## config.mk

```make
export PLATFORM = sky130hd
export DESIGN_NAME = xm_branch_resolve
export DESIGN_NICKNAME = d
export VERILOG_FILES = /design/src/rtl/xm_branch_resolve.sv
export SDC_FILE = /design/constraint.sdc
export NUM_CORES = 1
export LEC_CHECK = 0
export BUFFER_PORTS_ARGS = -buffer_cell sky130_fd_sc_hd__buf_2
export CAP_MARGIN = 5
export CORE_AREA = 4 4 121 65
export CTS_CLUSTER_DIAMETER = 100
export DETAILED_ROUTE_END_ITERATION = 10
export DIE_AREA = 0 0 125 69
export PLACE_DENSITY = 0.75
export SYNTH_ARGS = -nofsm -noshare
export SYNTH_HDL_FRONTEND = slang
export SYNTH_SLANG_ARGS = --single-unit
```

## constraint.sdc

```tcl
create_clock -name clock -period 1.7 [get_ports clock]
set_input_delay 0.255 -clock clock [delete_from_list [all_inputs] [get_ports clock]]
set_output_delay 0.255 -clock clock [all_outputs]
set_load 0.1 [all_outputs]
```

## src/rtl/xm_branch_resolve.sv

```systemverilog
// xm_branch_resolve: execute-to-memory stage register. Resolves bne/blt,
// emits a one-cycle PC redirect, discards wrong-path instructions after a
// taken branch and turns add/addi/sub overflow into an rstatus write.
module xm_branch_resolve #(
    parameter int unsigned SQUASH_CYCLES = 2,
    parameter int unsigned RSTATUS_REG   = 30
) (
    input  logic        clock,
    input  logic        reset,
    input  logic        stall,
    input  logic        in_valid,
    input  logic [2:0]  in_kind,
    input  logic [4:0]  in_rd,
    input  logic [31:0] in_result,
    input  logic [31:0] in_target,
    input  logic        isNotEqual,
    input  logic        isLessThan,
    input  logic        overflow,
    output logic        out_valid,
    output logic        out_we,
    output logic [4:0]  out_rd,
    output logic [31:0] out_result,
    output logic        redirect,
    output logic [31:0] redirect_pc,
    output logic        squash_active
);

    localparam int unsigned CNT_W  = 3;
    localparam int unsigned RD_W   = 5;
    localparam int unsigned DATA_W = 32;

    localparam logic [2:0] KIND_BNE  = 3'b001;
    localparam logic [2:0] KIND_BLT  = 3'b010;
    localparam logic [2:0] KIND_ADD  = 3'b011;
    localparam logic [2:0] KIND_ADDI = 3'b100;
    localparam logic [2:0] KIND_SUB  = 3'b101;

    typedef enum logic {
        ST_RUN,
        ST_SQUASH
    } state_t;

    state_t           state;
    logic [CNT_W-1:0] count;

    logic              is_branch;
    logic              taken;
    logic              ovf_write;
    logic [DATA_W-1:0] ovf_code;

    // Decode the incoming instruction class and its flags.
    always_comb begin
        is_branch = (in_kind == KIND_BNE) || (in_kind == KIND_BLT);
        taken     = ((in_kind == KIND_BNE) && isNotEqual) ||
                    ((in_kind == KIND_BLT) && isLessThan);
        ovf_write = overflow && ((in_kind == KIND_ADD) ||
                                 (in_kind == KIND_ADDI) ||
                                 (in_kind == KIND_SUB));
        case (in_kind)
            KIND_ADD:  ovf_code = DATA_W'(1);
            KIND_ADDI: ovf_code = DATA_W'(2);
            KIND_SUB:  ovf_code = DATA_W'(3);
            default:   ovf_code = '0;
        endcase
    end

    // Stage register and RUN/SQUASH sequencing; redirect is a single pulse.
    always_ff @(posedge clock) begin
        if (!reset) begin
            state         <= ST_RUN;
            count         <= '0;
            out_valid     <= 1'b0;
            out_we        <= 1'b0;
            out_rd        <= '0;
            out_result    <= '0;
            redirect      <= 1'b0;
            redirect_pc   <= '0;
            squash_active <= 1'b0;
        end else if (stall) begin
            redirect <= 1'b0;
        end else begin
            redirect  <= 1'b0;
            out_valid <= 1'b0;
            out_we    <= 1'b0;
            case (state)
                ST_RUN: begin
                    if (in_valid) begin
                        out_valid <= 1'b1;
                        if (is_branch) begin
                            out_rd     <= in_rd;
                            out_result <= in_result;
                            if (taken) begin
                                redirect      <= 1'b1;
                                redirect_pc   <= in_target;
                                state         <= ST_SQUASH;
                                count         <= CNT_W'(SQUASH_CYCLES);
                                squash_active <= 1'b1;
                            end
                        end else if (ovf_write) begin
                            out_rd     <= RD_W'(RSTATUS_REG);
                            out_result <= ovf_code;
                            out_we     <= 1'b1;
                        end else begin
                            out_rd     <= in_rd;
                            out_result <= in_result;
                            out_we     <= (in_rd != '0);
                        end
                    end
                end
                ST_SQUASH: begin
                    if (count <= CNT_W'(1)) begin
                        count         <= '0;
                        state         <= ST_RUN;
                        squash_active <= 1'b0;
                    end else begin
                        count <= count - CNT_W'(1);
                    end
                end
            endcase
        end
    end

endmodule

```

# [After elaboration in Yosys (flattened, before gate mapping)]
# Cells that the tools add are included.
[totals] input_bits=79 reg_bits=77 wordCells=62 out_inout_bits=73
[classes] bitwise=3 order_cmp=1 eq_ne=9 mux=26 n_reduce_logical=13 addsub=1
[ops] operator="$mux W32" n=2
[ops] operator="$mux W1" n=14
[ops] operator="$mux W3" n=4
[ops] operator="$mux W5" n=2
[ops] operator="$reduce_and A5 Y1" n=2
[ops] operator="$eq A3 B2 Y1 const B" n=2
[ops] operator="$eq A3 B3 Y1 const B" n=2
[ops] operator="$ne A2 B2 Y1 const B" n=3
[ops] operator="$pmux W2 S3" n=1
[ops] operator="$pmux W3 S2" n=1
[ops] operator="$reduce_bool A5 Y1" n=1
[ops] operator="$logic_or A1 B1 Y1" n=4
[ops] operator="$pmux W1 S2" n=2
[ops] operator="$reduce_and A4 Y1" n=1
[ops] operator="$eq A3 B1 Y1 const B" n=1
[ops] operator="$le A3 B1 Y1 const B" n=1
[ops] operator="$logic_and A1 B1 Y1" n=3
[ops] operator="$not A1 Y1" n=3
[ops] operator="$reduce_and A3 Y1" n=1
[ops] operator="$reduce_or A3 Y1" n=1
[ops] operator="$sub A3 B1 Y3 const B" n=1
[ops] operator="$ne A2 B1 Y1 const B" n=1

# [Logic depth before layout (Yosys ltp)]
# Gate-level depths: netlist of the first run.
[logic_depth] word_depth=8 depth_mapped=6 ltp_nobuf=6

# [Worst setup path before layout of the first run]
# Ideal clock, no wire load.
[synth_timing] path_kind="reg-to-reg" startpoint="register squash_active (netlist name)" endpoint="register squash_active" stages_incl_launch_ff=3 setup_slack_ns=0.339 t_arrival_ns=1.266 path_buffers=0 cell_sequence="dfxtp_1 inv_1 a221oi_1"
[synth_rtl] element="end signal: assignment" line_no="78" rtl="squash_active <= 1'b0;"
[synth_rtl] element="end signal: assignment" line_no="97" rtl="squash_active <= 1'b1;"
[synth_rtl] element="end signal: assignment" line_no="114" rtl="squash_active <= 1'b0;"
[synth_rtl] element="end: declaration" line_no="25" rtl="output logic squash_active"

# [Final worst setup path of the first run]
[layout_timing] startpoint="register state" endpoint="register redirect_pc[7]"
[layout_via] elab_chain_len=2
[layout_lines] element="start: declaration" line_no="43" rtl="state_t state;"
[layout_lines] element="start signal: assignment" line_no="70" rtl="state <= ST_RUN;"
[layout_lines] element="start signal: assignment" line_no="95" rtl="state <= ST_SQUASH;"
[layout_lines] element="start signal: assignment" line_no="113" rtl="state <= ST_RUN;"
[layout_lines] element="$not A1 Y1 (no line)"
[layout_lines] element="$reduce_and A5 Y1 (no line)"
[layout_lines] element="end signal: assignment" line_no="94" rtl="redirect_pc <= in_target;"
[layout_lines] element="end: declaration" line_no="24" rtl="output logic [31:0] redirect_pc,"
# Every way passes these cells.
# A chain may end at the register's enable or synchronous reset.

==> impl_metrics.csv, run 1 <==
group,metric,value,unit
route,wire_per_inst,12.8,um
power_and_ir_drop,p_leak,1.94,nW
power_and_ir_drop,p_sw_share,27.8,%
cts,cts.repair.resized,0,
yosys,synth_top_family_by_area,"simple AND/OR/NAND/NOR gates",
critical_path,reg2reg_to,"redirect_pc[7]$_SDFFE_PN0P_",
finish,final_layout_size_suffix_gt1_share,35.9,%
finish,layout_commonest_cell,"buf_2",
placed_design,dp_hpwl,5570,um
critical_path,path_cells,"nor3b_4, o21ai_4, buf_12, nand3_1, o21ai_0",
yosys,async_reset_ff_share,0,%
die,dieArea,8630,um^2
die,initial_core_util,44.9,%
sta,setup_viol_count_final,0,
cts,cts_buffer_depth,2,
route,detail_route.first_pass.iterations,5,
sta,finalCritPeriodShare,83.2,%
critical_path,end_kind,"flop",
critical_path,cp_max_fo,67,
cts,cts_root_buffer,"clkbuf_16",
power_and_ir_drop,p_clk_share,44.4,%
yosys,synth_flop_cell,"dfxtp_1",
route,num_vias,2965,
route,remaining_drc_errors,0,
yosys,ys_seq_area_share,51.5,%
yosys,synth_fa_ha_area_share,0.835,%
die,die_y,69,um
critical_path,crit_arrival,1.62,ns
route,drt_iter0_drc,169,
critical_path,ff2ff_path_depth,5,
sta,worstMarginPinSlew,0.505,ns
yosys,synthTopCellsByArea,"dfxtp_1, nand3_1, nand2_1",
sta,min_period,1.41,ns
critical_path,crit_path_start,"state$_SDFFE_PN0N_",
run,drv_cap,0,
hold_path,min_delay_worst_endpoint,"redirect_pc[1]$_SDFFE_PN0P_",
critical_path,crit_required,1.90,ns
global_routing,grt_pass1_vias,2703,
cts,cts_setup_buffers,0,
placed_design,post-place-cells,586,
global_routing,grt_usage,17.8,%
power_and_ir_drop,internal_power,3.47,mW
sta,hold_viol,0,
sta,finalSetupTns,0,ns
yosys,synthXorXnorAreaFrac,0.292,%
critical_path,rrSetupSlack,0.29,ns
finish,syn_to_final_growth,38.9,%
cts,numCtsBuffers,9,
finish,layoutNonFillerInstCount,602,
sta,finClkSkew,0.00277,ns
cts,clkTransAtPathRegs,0.06,ns
hold_path,min_path_type,"input port to flop",
hold_path,min-delay-start,"in_target[1]",
critical_path,critPathMaxStageDelay,0.40,ns
yosys,synth-compound-area-share,17.6,%
outcome,status,"complete, no violations",
die,io_pins,152,
finish,num_antenna_cells,0,
yosys,synth_enable_flop_cells,0,
cts,cts.sinks,77,
power_and_ir_drop,pwr-share-seq,39.3,%
yosys,ys_warn_count,0,
cts,cts_hold_buffers,0,
global_routing,grt_pass1_wl,12600,um
route,routed_wl,7740,um
power_and_ir_drop,p_sw,1.34,mW
power_and_ir_drop,combPwrFrac,16.3,%
global_routing,grt_overflow,0,
sta,maxSlewViolCount,0,
yosys,yosys.area.top_type,"dfxtp_1",
cts,cts_tree,"done",
die,rows,21,
yosys,ys_types,37,
power_and_ir_drop,vdd_drop_max,0.000615,V
yosys,synth_cells,362,
yosys,syn_area,3000,um^2
sta,maxSlewHeadroom,66.6,%
power_and_ir_drop,power_density,1150,nW/um^2
finish,mostFrequentLayoutCells,"buf_2, dfxtp_1, nand2_1, nand3_1, a21oi_1",
critical_path,slowest_stage,"nor3b_4",
yosys,synth_top_area_share,51.5,%
yosys,synth-seq-cells,77,
global_routing,antenna_found_initial,0,
sta,rsz0062_at_grt,"false",
route,vias_per_cell,4.93,
route,ant_nets,0,
critical_path,rr_startpoint,"state$_SDFFE_PN0N_",
hold_path,holdPathStages,3,
finish,layout.nets,586,
critical_path,start_kind,"flop",
critical_path,crit_type,"flop to flop",
die,core,6670,um^2
placed_design,io_buffers,151,
yosys,synth.avg_cell_area,8.27,um^2
yosys,synthMuxAreaShare,0,%
die,fp.dieW,125,um
sta,fmax,707,MHz
placed_design,place_congestion,0.762,
yosys,synth_simple_gate_area_share,23.8,%
cts,clkLatencyLatePin,0.33,ns
cts,h-tree-depth,3,
yosys,syn_nets,443,
global_routing,grt_max_degree,68,
==> logic make-up (layout without fill, tap and decap cells) <==
kind of cell | after synthesis | after routing
AOI/OAI and AO/OA | 94 | 94
xor gates and xnor gates | 1 | 1
adders and majority gates | 2 | 2
buffers and inverters | 35 | 183
DFF | 77 | 77
and+or+nand+nor | 153 | 153
==> routing by layer <==
| layer | share of wire (%) | track usage (%) | up-vias | wire length, um |
|---|---|---|---|---|
| li1 | - | - | 1538 | - |
| met1 | 43 | 20.6 | 1326 | 3330 |
| met2 | 49 | 31.2 | 93 | 3790 |
| met3 | 6.8 | 5.32 | 8 | 529 |
| met4 | 1.2 | 6.49 | 0 | 95 |
| met5 | 0 | 0 | - | 0 |
==> critical path: cells and delay by family (launching register included) <==
| family | cells | cell delay (ns) |
|---|---|---|
| and+or+nand+nor | 2 | 0.50 |
| DFF | 1 | 0.36 |
| AOI/OAI and AO/OA | 2 | 0.20 |
| buffers and inverters | 1 | 0.20 |
==> worst max path at each step <==
stage	endpoint	cells past startpoint
after CTS	squash_active$_SDFFE_PN0P_	4
after detailed placement	squash_active$_SDFFE_PN0P_	5
final	redirect_pc[7]$_SDFFE_PN0P_	5
after global routing	redirect_pc[29]$_SDFFE_PN0P_	5
after global placement	squash_active$_SDFFE_PN0P_	5
after floorplan	squash_active$_SDFFE_PN0P_	2
==> cell type report <==
| class | instances | area [um^2] |
|---|---|---|
| sequential | 77 | 1540 |
| multi-input combinational | 250 | 1290 |
| fill | 609 | 2510 |
| clock buffer | 9 | 225 |
| inverter | 6 | 22.5 |
| clock inverter | 7 | 114 |
| timing repair buffer | 161 | 856 |
| tap | 92 | 115 |
==> power groups by stage <==
stage	Clock [mW]	Sequential, mW	Combinational [mW]
global placement	0	1.93	0.781
floorplan	0	2.33	0.180
detailed placement	0	1.93	0.784
global route	2.27	1.90	0.828
finish	2.13	1.89	0.783
CTS	2.18	1.89	0.786
==> Yosys cell counts, types with 2 or more instances <==
cell and n:
buf_2 5, clkbuf_1 16, nand3_1 65, o21ai_0 35
buf_6 4, nand2_1 69, nor2b_1 3, a21oi_1 39
buf_4 3, dfxtp_1 77, inv_1 6, o21ai_1 6
nor2_1 6, and4bb_2 2, o211ai_1 3, ha_1 2
==> registers in the layout (all words and copies together) (netlist names), 3 cells and up <==
register and cells:
count 3, out_rd 5, redirect_pc 32, out_result 32
==> through the flow <==
stage               setup WS [ns]  instance area [um^2]  util, %  hold slack [ns]  power, mW
detailed placement          0.229                  3820     57.3            0.440       2.71
global route                0.163                  4160     62.4            0.165       4.99
global placement            0.291                  3820     57.3            0.435       2.71
floorplan                   0.339                  3000        -            0.388       2.51
finish                      0.286                  4160     62.4            0.159       4.81
CTS                         0.275                  4160     62.4            0.148       4.86
Power figures use the tool's default switching activity.
==> run 2, diff against run 1 <==
--- a/config.mk
+++ b/config.mk
@@ -7,11 +7,11 @@
 export LEC_CHECK = 0
 export BUFFER_PORTS_ARGS = -buffer_cell sky130_fd_sc_hd__buf_2
 export CAP_MARGIN = 5
-export CORE_AREA = 4 4 121 65
+export CORE_AREA = 4 4 126 68
 export CTS_CLUSTER_DIAMETER = 100
 export DETAILED_ROUTE_END_ITERATION = 10
-export DIE_AREA = 0 0 125 69
-export PLACE_DENSITY = 0.75
+export DIE_AREA = 0 0 130 72
+export PLACE_DENSITY = 0.72
 export SYNTH_ARGS = -nofsm -noshare
 export SYNTH_HDL_FRONTEND = slang
 export SYNTH_SLANG_ARGS = --single-unit
==> constraint.sdc (replaced) <==
create_clock -name clock -period 1.3 [get_ports clock]
set_input_delay 0.195 -clock clock [delete_from_list [all_inputs] [get_ports clock]]
set_output_delay 0.195 -clock clock [all_outputs]
set_load 0.1 [all_outputs]
==> run 2 against run 1 <==
Against the previous run: power grew 36%; design area grew 13%; sequential cell count is the same; clock skew grew 0.0041 ns; non-clock buffer count grew 19; sequential power grew 31%; core utilization shrank 0.28 points; die area grew 8.5%; critical endpoint is now redirect_pc[16].
==> impl_metrics.csv, run 2 (synthesis gave the netlist of run 1 again) <==
group,metric,value,unit
critical_path,crit_required,1.11,ns
critical_path,ff2ff_path_depth,6,
critical_path,cp_max_fo,2,
die,initial_core_util,39.4,%
critical_path,start_kind,"flop",
finish,multi_input_area,1330,um^2
finish,final-seq-area,1550,um^2
global_routing,grt_max_degree,48,
power_and_ir_drop,power_density,1380,nW/um^2
finish,layoutNonFillerInstCount,629,
global_routing,grt_usage,18.0,%
route,remaining_drc_errors,0,
sta,holdWs,0.0917,ns
route,num_vias,3159,
sta,finClkSkew,0.00688,ns
critical_path,slowest_stage,"buf_2",
cts,cts_hold_buffers,0,
global_routing,grt_pass1_wl,13500,um
cts,numCtsBuffers,9,
sta,worstMarginPinSlew,0.497,ns
cts,cts_root_buffer,"clkbuf_16",
power_and_ir_drop,power,6.52,mW
route,routed_wl,9170,um
finish,num_antenna_cells,0,
run,drv_cap,0,
critical_path,crit_type,"flop to output port",
die,rows,23,
die,fp.dieW,130,um
finish,fill_cells,657,
sta,rsz0062_at_grt,"true",
route,vias_per_cell,5.02,
global_routing,grt_pass1_vias,2880,
sta,finalWorstSetupSlack,0.0331,ns
placed_design,place_congestion,0.801,
route,ant_nets,0,
cts,cts_tree,"done",
placed_design,io_buffers,151,
hold_path,min-delay-start,"in_target[27]",
cts,cts_buffer_depth,2,
cts,cts.sinks,77,
critical_path,end_kind,"output port",
sta,hold_viol,0,
placed_design,dpl_worst_slack,-0.0386,ns
global_routing,grt_overflow,0,
critical_path,crit_arrival,1.07,ns
route,drt_iter0_drc,175,
power_and_ir_drop,p_sw,1.85,mW
die,core,7600,um^2
power_and_ir_drop,combPwrFrac,18.0,%
sta,min_period,1.27,ns
power_and_ir_drop,p_leak,2.08,nW
die,die_y,72,um
cts,clkTransAtPathRegs,0.06,ns
hold_path,holdPathStages,3,
sta,maxSlewHeadroom,67.1,%
sta,finalCritPeriodShare,97.5,%
die,dieArea,9360,um^2
sta,maxSlewViolCount,0,
cts,clkLatencyLatePin,0.33,ns
critical_path,cp_top_family,"buffers and inverters",
placed_design,dp_hpwl,6290,um
cts,h-tree-depth,3,
critical_path,critPathMaxStageDelay,0.42,ns
die,io_pins,152,
placed_design,post-place-cells,607,
sta,fmax,789,MHz
finish,layout.nets,605,
critical_path,reg2reg_to,"redirect_pc[2]$_SDFFE_PN0P_",
route,wire_per_inst,14.6,um
finish,reg.largest.list,"out_result x32, redirect_pc x32, out_rd x5",
power_and_ir_drop,p_sw_share,28.4,%
critical_path,path_cells,"buf_2",
placed_design,placed_area,4020,um^2
power_and_ir_drop,p_clk_share,43.9,%
finish,mostFrequentLayoutCells,"buf_2, dfxtp_1, nand2_1, nand3_1, buf_4",
power_and_ir_drop,pwr-share-seq,38.1,%
finish,final_layout_size_suffix_gt1_share,41.0,%
critical_path,rrSetupSlack,0.04,ns
finish,syn_to_final_growth,57.4,%
critical_path,cp.buffers_inverters,1,
sta,setup_viol_count_final,0,
finish,layout_commonest_cell,"buf_2",
outcome,status,"complete, no violations",
global_routing,antenna_found_initial,0,
power_and_ir_drop,vdd_drop_max,0.000667,V
hold_path,min_path_type,"input port to flop",
hold_path,min_delay_worst_endpoint,"redirect_pc[27]$_SDFFE_PN0P_",
finish,fin_area,4720,um^2
power_and_ir_drop,internal_power,4.67,mW
route,detail_route.first_pass.iterations,4,
critical_path,rr_startpoint,"state$_SDFFE_PN0N_",
## run 2: cell count changes in the layout (fill, tap and decap cells not counted), sizes merged
cell,change
clkinvlp,+1
clkinv,-1
clkbuf,+38
buf,-19
## run 2: how the worst max path moves through the flow
stage,endpoint,depth (start not counted),slack [ns],startpoint
after global placement,out_rd[0]$_SDFFE_PN0P_,5,0.007,state$_SDFFE_PN0N_
after global routing,count[1]$_SDFFE_PN0P_,6,-0.04,count[1]$_SDFFE_PN0P_
after detailed placement,out_result[16]$_SDFFE_PN0P_,5,-0.04,state$_SDFFE_PN0N_
after floorplan,out_result[0]$_SDFFE_PN0P_,1,0.009,out_result[0]$_SDFFE_PN0P_
after CTS,redirect_pc[22],1,0.00007,redirect_pc[22]$_SDFFE_PN0P_
final,redirect_pc[16],1,0.03,redirect_pc[16]$_SDFFE_PN0P_
## run 2: power by group through the flow
stage | logic (mW) | clock network [mW] | registers (mW)
after floorplan | 0.236 | 0 | 3.05
after global placement | 1.08 | 0 | 2.53
after detailed placement | 1.09 | 0 | 2.53
after CTS | 1.11 | 2.93 | 2.48
after global routing | 1.24 | 3.02 | 2.49
final | 1.18 | 2.86 | 2.48
## run 2: layout make-up
| type | count | area share, % |
|---|---|---|
| flip-flops and latches | 77 | 32.9 |
| multi-input cells | 250 | 28.2 |
| inverters | 6 | 0.478 |
| clock inverters | 7 | 2.63 |
| well taps | 100 | 2.65 |
| clock buffers | 9 | 4.78 |
| repair buffers | 180 | 28.4 |
## run 2: routing by layer
metal | share of wire, % | track usage, % | up-vias
met4 | 0.88 | 4.84 | 0
met2 | 46 | 27.6 | 83
met5 | 0 | 0 | -
met1 | 47 | 24.0 | 1483
li1 | - | - | 1586
met3 | 5.7 | 6.69 | 7
## run 2: timing repair
action / CTS / global route
setup buffers: 1 / 0
cloned: 0 / 5
pin swaps: 2 / 11
resized for setup: 33 / 69
endpoints found under the hold margin: 0 / 0
endpoints found under the setup margin: 54 / 95
## run 2: per-stage QoR
| step | TNS (ns) | util (%) |
|---|---|---|
| 6_report | 0 | 62.1 |
| 5_1_grt | -0.289 | 62.1 |
| 4_1_cts | 0 | 58.7 |
| 3_5_place_dp | -0.219 | 52.9 |
| 3_3_place_gp | 0 | 52.9 |
| 2_1_floorplan | 0 | - |
